### src/rtl/rotate_coef_fetch.sv
// rotate_coef_fetch: turns a full-circle angle (quadrant + index) into a signed
// cos/sin pair. It makes two reads from a quarter-wave magnitude ROM that has a
// one-cycle read latency.
// Optional result cache: define ROTATE_COEF_CACHE_EN.
// With the cache, a repeat of the last completed angle skips the ROM reads.
`timescale 1ns/1ps
module rotate_coef_fetch #(
  parameter int unsigned ADDR_WIDTH = 8,
  parameter int unsigned DATA_WIDTH = 18
) (
  input  logic                  clk,
  input  logic                  rst_n,
  input  logic                  angle_valid,
  output logic                  angle_ready,
  input  logic [ADDR_WIDTH+1:0] angle,
  output logic [ADDR_WIDTH-1:0] rom_addr,
  input  logic [DATA_WIDTH-1:0] rom_rd_data,
  output logic                  coef_valid,
  input  logic                  coef_ready,
  output logic [DATA_WIDTH:0]   cos_out,
  output logic [DATA_WIDTH:0]   sin_out
);

  typedef enum logic [2:0] {StIdle, StRdA, StRdB, StCap, StOut} state_e;

  state_e                r_state;
  state_e                w_state_nxt;
  logic [ADDR_WIDTH+1:0] r_angle;
  logic [ADDR_WIDTH-1:0] r_rom_addr;
  logic [ADDR_WIDTH-1:0] w_rom_addr_nxt;
  logic [DATA_WIDTH-1:0] r_ma;
  logic [DATA_WIDTH:0]   r_cos;
  logic [DATA_WIDTH:0]   r_sin;
  logic [DATA_WIDTH:0]   w_cos;
  logic [DATA_WIDTH:0]   w_sin;
  logic [DATA_WIDTH:0]   w_mag_a;
  logic [DATA_WIDTH:0]   w_mag_b;
  logic [1:0]            w_q;
  logic [ADDR_WIDTH-1:0] w_i;
  logic                  w_accept;
  logic                  w_hit;

  assign w_q         = r_angle[ADDR_WIDTH+1:ADDR_WIDTH];
  assign w_i         = r_angle[ADDR_WIDTH-1:0];
  assign w_accept    = (r_state == StIdle) && angle_valid;
  assign angle_ready = (r_state == StIdle);
  assign coef_valid  = (r_state == StOut);
  assign rom_addr    = r_rom_addr;
  assign cos_out     = r_cos;
  assign sin_out     = r_sin;

`ifdef ROTATE_COEF_CACHE_EN
  logic [ADDR_WIDTH+1:0] r_c_angle;
  logic [DATA_WIDTH:0]   r_c_cos;
  logic [DATA_WIDTH:0]   r_c_sin;
  logic                  r_c_vld;

  assign w_hit = w_accept && r_c_vld && (angle == r_c_angle);

  // Cache register: remembers the last pair handed downstream
  always_ff @(posedge clk or negedge rst_n) begin
    if (!rst_n) begin
      r_c_angle <= '0;
      r_c_cos   <= '0;
      r_c_sin   <= '0;
      r_c_vld   <= 1'b0;
    end else if ((r_state == StOut) && coef_ready) begin
      r_c_angle <= r_angle;
      r_c_cos   <= r_cos;
      r_c_sin   <= r_sin;
      r_c_vld   <= 1'b1;
    end
  end
`else
  assign w_hit = 1'b0;
`endif

  // Next state and ROM address; rom_addr only moves when a read is issued
  always_comb begin
    w_state_nxt    = r_state;
    w_rom_addr_nxt = r_rom_addr;
    unique case (r_state)
      StIdle: begin
        if (w_hit) begin
          w_state_nxt = StOut;
        end else if (w_accept) begin
          w_state_nxt    = StRdA;
          w_rom_addr_nxt = angle[ADDR_WIDTH-1:0];
        end
      end
      StRdA: begin
        w_state_nxt    = StRdB;
        w_rom_addr_nxt = -w_i;  // (full - i) mod full
      end
      StRdB:   w_state_nxt = StCap;
      StCap:   w_state_nxt = StOut;
      StOut:   if (coef_ready) w_state_nxt = StIdle;
      default: w_state_nxt = StIdle;
    endcase
  end

  // Quadrant mapping of the two magnitudes onto signed cos/sin
  always_comb begin
    w_mag_a = {1'b0, r_ma};
    // m(full) is zero and is never read from the ROM
    w_mag_b = (w_i == '0) ? '0 : {1'b0, rom_rd_data};
    w_cos   = '0;
    w_sin   = '0;
    unique case (w_q)
      2'd0: begin w_cos =  w_mag_a; w_sin =  w_mag_b; end
      2'd1: begin w_cos = -w_mag_b; w_sin =  w_mag_a; end
      2'd2: begin w_cos = -w_mag_a; w_sin = -w_mag_b; end
      default: begin w_cos = w_mag_b; w_sin = -w_mag_a; end
    endcase
  end

  // State, request capture, magnitude capture and output pair registers
  always_ff @(posedge clk or negedge rst_n) begin
    if (!rst_n) begin
      r_state    <= StIdle;
      r_angle    <= '0;
      r_rom_addr <= '0;
      r_ma       <= '0;
      r_cos      <= '0;
      r_sin      <= '0;
    end else begin
      r_state    <= w_state_nxt;
      r_rom_addr <= w_rom_addr_nxt;
      if (w_accept) r_angle <= angle;
      if (r_state == StRdB) r_ma <= rom_rd_data;
      if (r_state == StCap) begin
        r_cos <= w_cos;
        r_sin <= w_sin;
      end
`ifdef ROTATE_COEF_CACHE_EN
      if (w_hit) begin
        r_cos <= r_c_cos;
        r_sin <= r_c_sin;
      end
`endif
    end
  end

endmodule

### config.mk
export PLATFORM = sky130hd
export DESIGN_NAME = rotate_coef_fetch
export DESIGN_NICKNAME = d
export VERILOG_FILES = /design/src/rtl/rotate_coef_fetch.sv
export SDC_FILE = /design/constraint.sdc
export NUM_CORES = 1
export LEC_CHECK = 0
export ABC_AREA = 1
export BUFFER_PORTS_ARGS = -buffer_cell sky130_fd_sc_hd__buf_2
export CORE_UTILIZATION = 40
export DETAILED_ROUTE_END_ITERATION = 8
export PLACE_DENSITY = 0.6
export SYNTH_ARGS = -nofsm -noshare
export SYNTH_HDL_FRONTEND = slang
export SYNTH_SLANG_ARGS = --single-unit
### constraint.sdc
create_clock -name clk -period 3.2 [get_ports clk]
set_input_delay 0.16 -clock clk [delete_from_list [all_inputs] [get_ports clk]]
set_output_delay 0.16 -clock clk [all_outputs]
set_load 0.02 [all_outputs]
==> results.tsv <==
stage	metric	value	unit
run_status	outcome	finished, violations left	
run_status	failing checks	hold timing	
power	Lkg Pwr	0.00313	µW
detailed_routing	Initial DRT Pass Iterations	5	
floorplanning	row cnt	40	
clock_network	clock transition at the registers of the reported paths	0.06	ns
detailed_routing	Post-route DRC	0	
finish	most common cell after layout, fill and taps aside	nand2_1	
sta	final setup vio count	0	
detailed_routing	final WL	15800	µm
clock_network	Post-CTS Setup Bufs	0	
floorplanning	die span in x	115	µm
synthesis	Mapped Cells	742	
finish	Nets	856	
power	PD cells	1090	nW/µm²
floorplanning	Die Ht	115	µm
detailed_routing	vias per cell	5.30	
sta	min Tclk post-route	2.31	ns
setup_path	Worst setup SP type	register	
setup_path	CP dominant cell by count	nand2_1	
setup_path	worst-path cell chain	inv_1 > ha_1 > nand2_1 > nor2_4 > nand2_4 > nand2_2 > ha_1 > nand2_2 > nor2_8 > nand3_1 > nand3_1 > nand2_1 > nand2_1 > nand2_1	
clock_network	CTS buffer count	9	
sta	maximum clock frequency	433	MHz
synthesis	number of distinct library cells after synthesis	39	
placed_design	IO buf count	79	
finish	# diodes	0	
synthesis	sequential-to-total area share from yosys stat	37.9	%
finish	area of the multi-input gates	2680	µm²
setup_path	Worst path slowest cell	dfrtp_1	
clock_network	root buf cell	clkbuf_16	
setup_path	Slowest Stage Delay on Critical Path	0.36	ns
setup_path	worst r2r src	r_angle[0]	
sta	worst-margin pin slew	1.13	ns
floorplanning	area of the core	12200	µm²
detailed_routing	Post-DRT Antenna Nets	0	
setup_path	r2r setup slk	0.89	ns
finish	Layout area overhead	18.2	%
synthesis	Syn Area/Cell	6.85	µm²
global_route	GRT Total Usage	25.9	%
sta	worst hold slack	-0.0227	ns
finish	Filler cells	1287	
clock_network	clock buffer depth	2	
setup_path	worst path required time	3.44	ns
detailed_routing	DR vias	5264	
sta	Fin Setup TNS	0	ns
global_route	vias in the first global route	5051	
finish	commonest non-fill, non-tap cells in the layout	nand2_1, inv_1, buf_2	
clock_network	CTS tree	yes	
detailed_routing	wire per inst	15.9	µm
synthesis	Mapped Area	5080	µm²
setup_path	crit path from	r_angle[0]	
sta	RSZ-0062 raised after global routing	no	
global_route	initial antenna violation count	0	
setup_path	Reg2Reg Capture Point	cos_out[12]	
clock_network	post-CTS resize count	0	
setup_path	Worst setup EP type	register	
setup_path	Critical Path Stages	14	
sta	Final Max Tran Viols	0	
sta	fin crit share	72.2	%
min_path	Hold/Removal Path Class	in2async	
synthesis	#FFs+latches synth	77	
sta	final hold vios	44	
clock_network	CTS H-tree lvls	3	
placed_design	placer congestion estimate	0.925	
setup_path	CP top delay family	simple AND/OR/NAND/NOR gates	
synthesis	YS warnings	0	
synthesis	Net Count, Synth	777	
clock_network	Worst-Skew Late Latency	0.35	ns
detailed_routing	initial DRC count	537	
placed_design	detailed placement HPWL	11300	µm
setup_path	path depth of the worst reg2reg path	14	
power	total power	6560	µW
floorplanning	full die area	13200	µm²
sta	Worst slew margin	24.5	%
power	worst vdd ir	0.547	mV
global_route	gr ovfl total	0	
setup_path	CP endpoint	cos_out[12]	
global_route	largest net degree at the start of global routing	78	
setup_path	CP Max Fanout	25	
floorplanning	Initial Utilization	41.6	%
finish	ratio of cells with drive above 1 in the final layout	17.8	%
global_route	global-route wire length before repair	25700	µm
job	max_cap viols	0	
setup_path	Buffers & Inverters on Critical Path	1	
clock_network	hold_buf cts	1	
clock_network	Sink Count	77	
setup_path	CP arrival	2.55	ns
finish	Seq. cell area	1930	µm²
setup_path	crit path kind	reg2reg	
sta	clk_skew	0.00680	ns
floorplanning	Ports	80	
final cells by class:
type / count / share of cell area, %
clock buffers: 9 / 3.75
clock inverters: 7 / 1.63
inverters: 94 / 5.88
multi-input cells: 545 / 44.6
flip-flops and latches: 77 / 32.1
well taps: 168 / 3.50
repair buffers: 94 / 8.55
cell families (layout without fill, tap and decap cells):
| logic type | count (synthesis) | in the layout | share of synthesized area, % |
|---|---|---|---|
| AND/OR/NAND/NOR | 386 | 386 | 32.5 |
| AO/OA/AOI/OAI | 138 | 138 | 16.2 |
| flip-flops | 77 | 77 | 37.9 |
| XOR/XNOR | 18 | 18 | 3.25 |
| buffers and inverters | 120 | 204 | 9.38 |
| adder cells (fa/ha/maj) | 3 | 3 | 0.739 |
power by group:
part / total, µW / leakage, µW / internal, µW / switching (µW)
registers: 1830 / 0.000929 / 1470 / 366
clock network: 1130 / 0.000152 / 687 / 441
logic: 3600 / 0.00204 / 1170 / 2430
layer usage:
layer	global-route usage, %	routed length, µm	vias to the layer above
met5	0	0	-
li1	-	-	2548
met1	34.4	7020	2465
met2	40.9	7220	224
met4	9.61	376	0
met3	6.30	1210	27
how the worst min path moves through the flow:
| stage | startpoint | endpoint | slack, ns | cells past startpoint |
|---|---|---|---|---|
| 2_1_floorplan | rst_n | cos_out[0] | -0.14 | 0 |
| 6_report | rst_n | r_ma[17] | -0.02 | 1 |
| 5_1_grt | angle[9] | r_angle[9] | 0.02 | 3 |
| 4_1_cts | angle[9] | r_angle[9] | 0.01 | 3 |
| 3_5_place_dp | coef_ready | r_state[2] | 0.37 | 2 |
| 3_3_place_gp | coef_ready | r_state[2] | 0.35 | 2 |
synth_stat cells, drive strengths merged:
library cell | number | area share, %
o21ai | 61 | 6.6
buf | 11 | 1.3
o221ai | 10 | 1.7
inv | 93 | 6.9
nor2 | 65 | 6.2
o22a | 1 | 0.17
nand4 | 7 | 0.86
nor3 | 6 | 0.79
ha | 3 | 0.74
o21bai | 1 | 0.15
o31ai | 2 | 0.39
a31oi | 1 | 0.12
nand3 | 52 | 5.1
a21oi | 44 | 4.3
nand2 | 255 | 19
clkbuf | 15 | 1.1
xor2 | 17 | 3.1
o22ai | 3 | 0.37
xnor2 | 1 | 0.17
or2 | 1 | 0.12
clkinv | 1 | 0.074
o2111ai | 3 | 0.52
o211ai | 12 | 1.8
dfrtp | 77 | 38
worst register-to-register path, cell delays in order (launching register included):
cell     delay (ns)
dfrtp_1        0.36
inv_1          0.10
ha_1           0.19
nand2_1        0.11
nor2_4         0.13
nand2_4        0.20
nand2_2        0.15
ha_1           0.20
nand2_2        0.16
nor2_8         0.21
nand3_1        0.11
nand3_1        0.10
nand2_1        0.05
nand2_1        0.05
nand2_1        0.05
per-stage QoR:
stage | std cells | cell area [µm²] | worst slack [ns] | hold slack (ns) | utilization, %
2_1_floorplan | 742 | 5080 | 1.14 | -0.136 | -
3_3_place_gp | 977 | 5670 | 0.992 | 0.350 | 46.4
3_5_place_dp | 977 | 5670 | 0.905 | 0.367 | 46.4
4_1_cts | 994 | 6000 | 0.889 | 0.0141 | 49.1
5_1_grt | 994 | 6000 | 0.605 | 0.0160 | 49.1
6_report | 994 | 6000 | 0.889 | -0.0227 | 49.1
sequential cells by signal, summed over array words and instances, names as in the netlist:
name / cells
r_angle: 10
r_ma: 18
cos_out: 19
r_state: 3
rom_addr: 8
sin_out: 19
(Power assumes the default switching activity.)
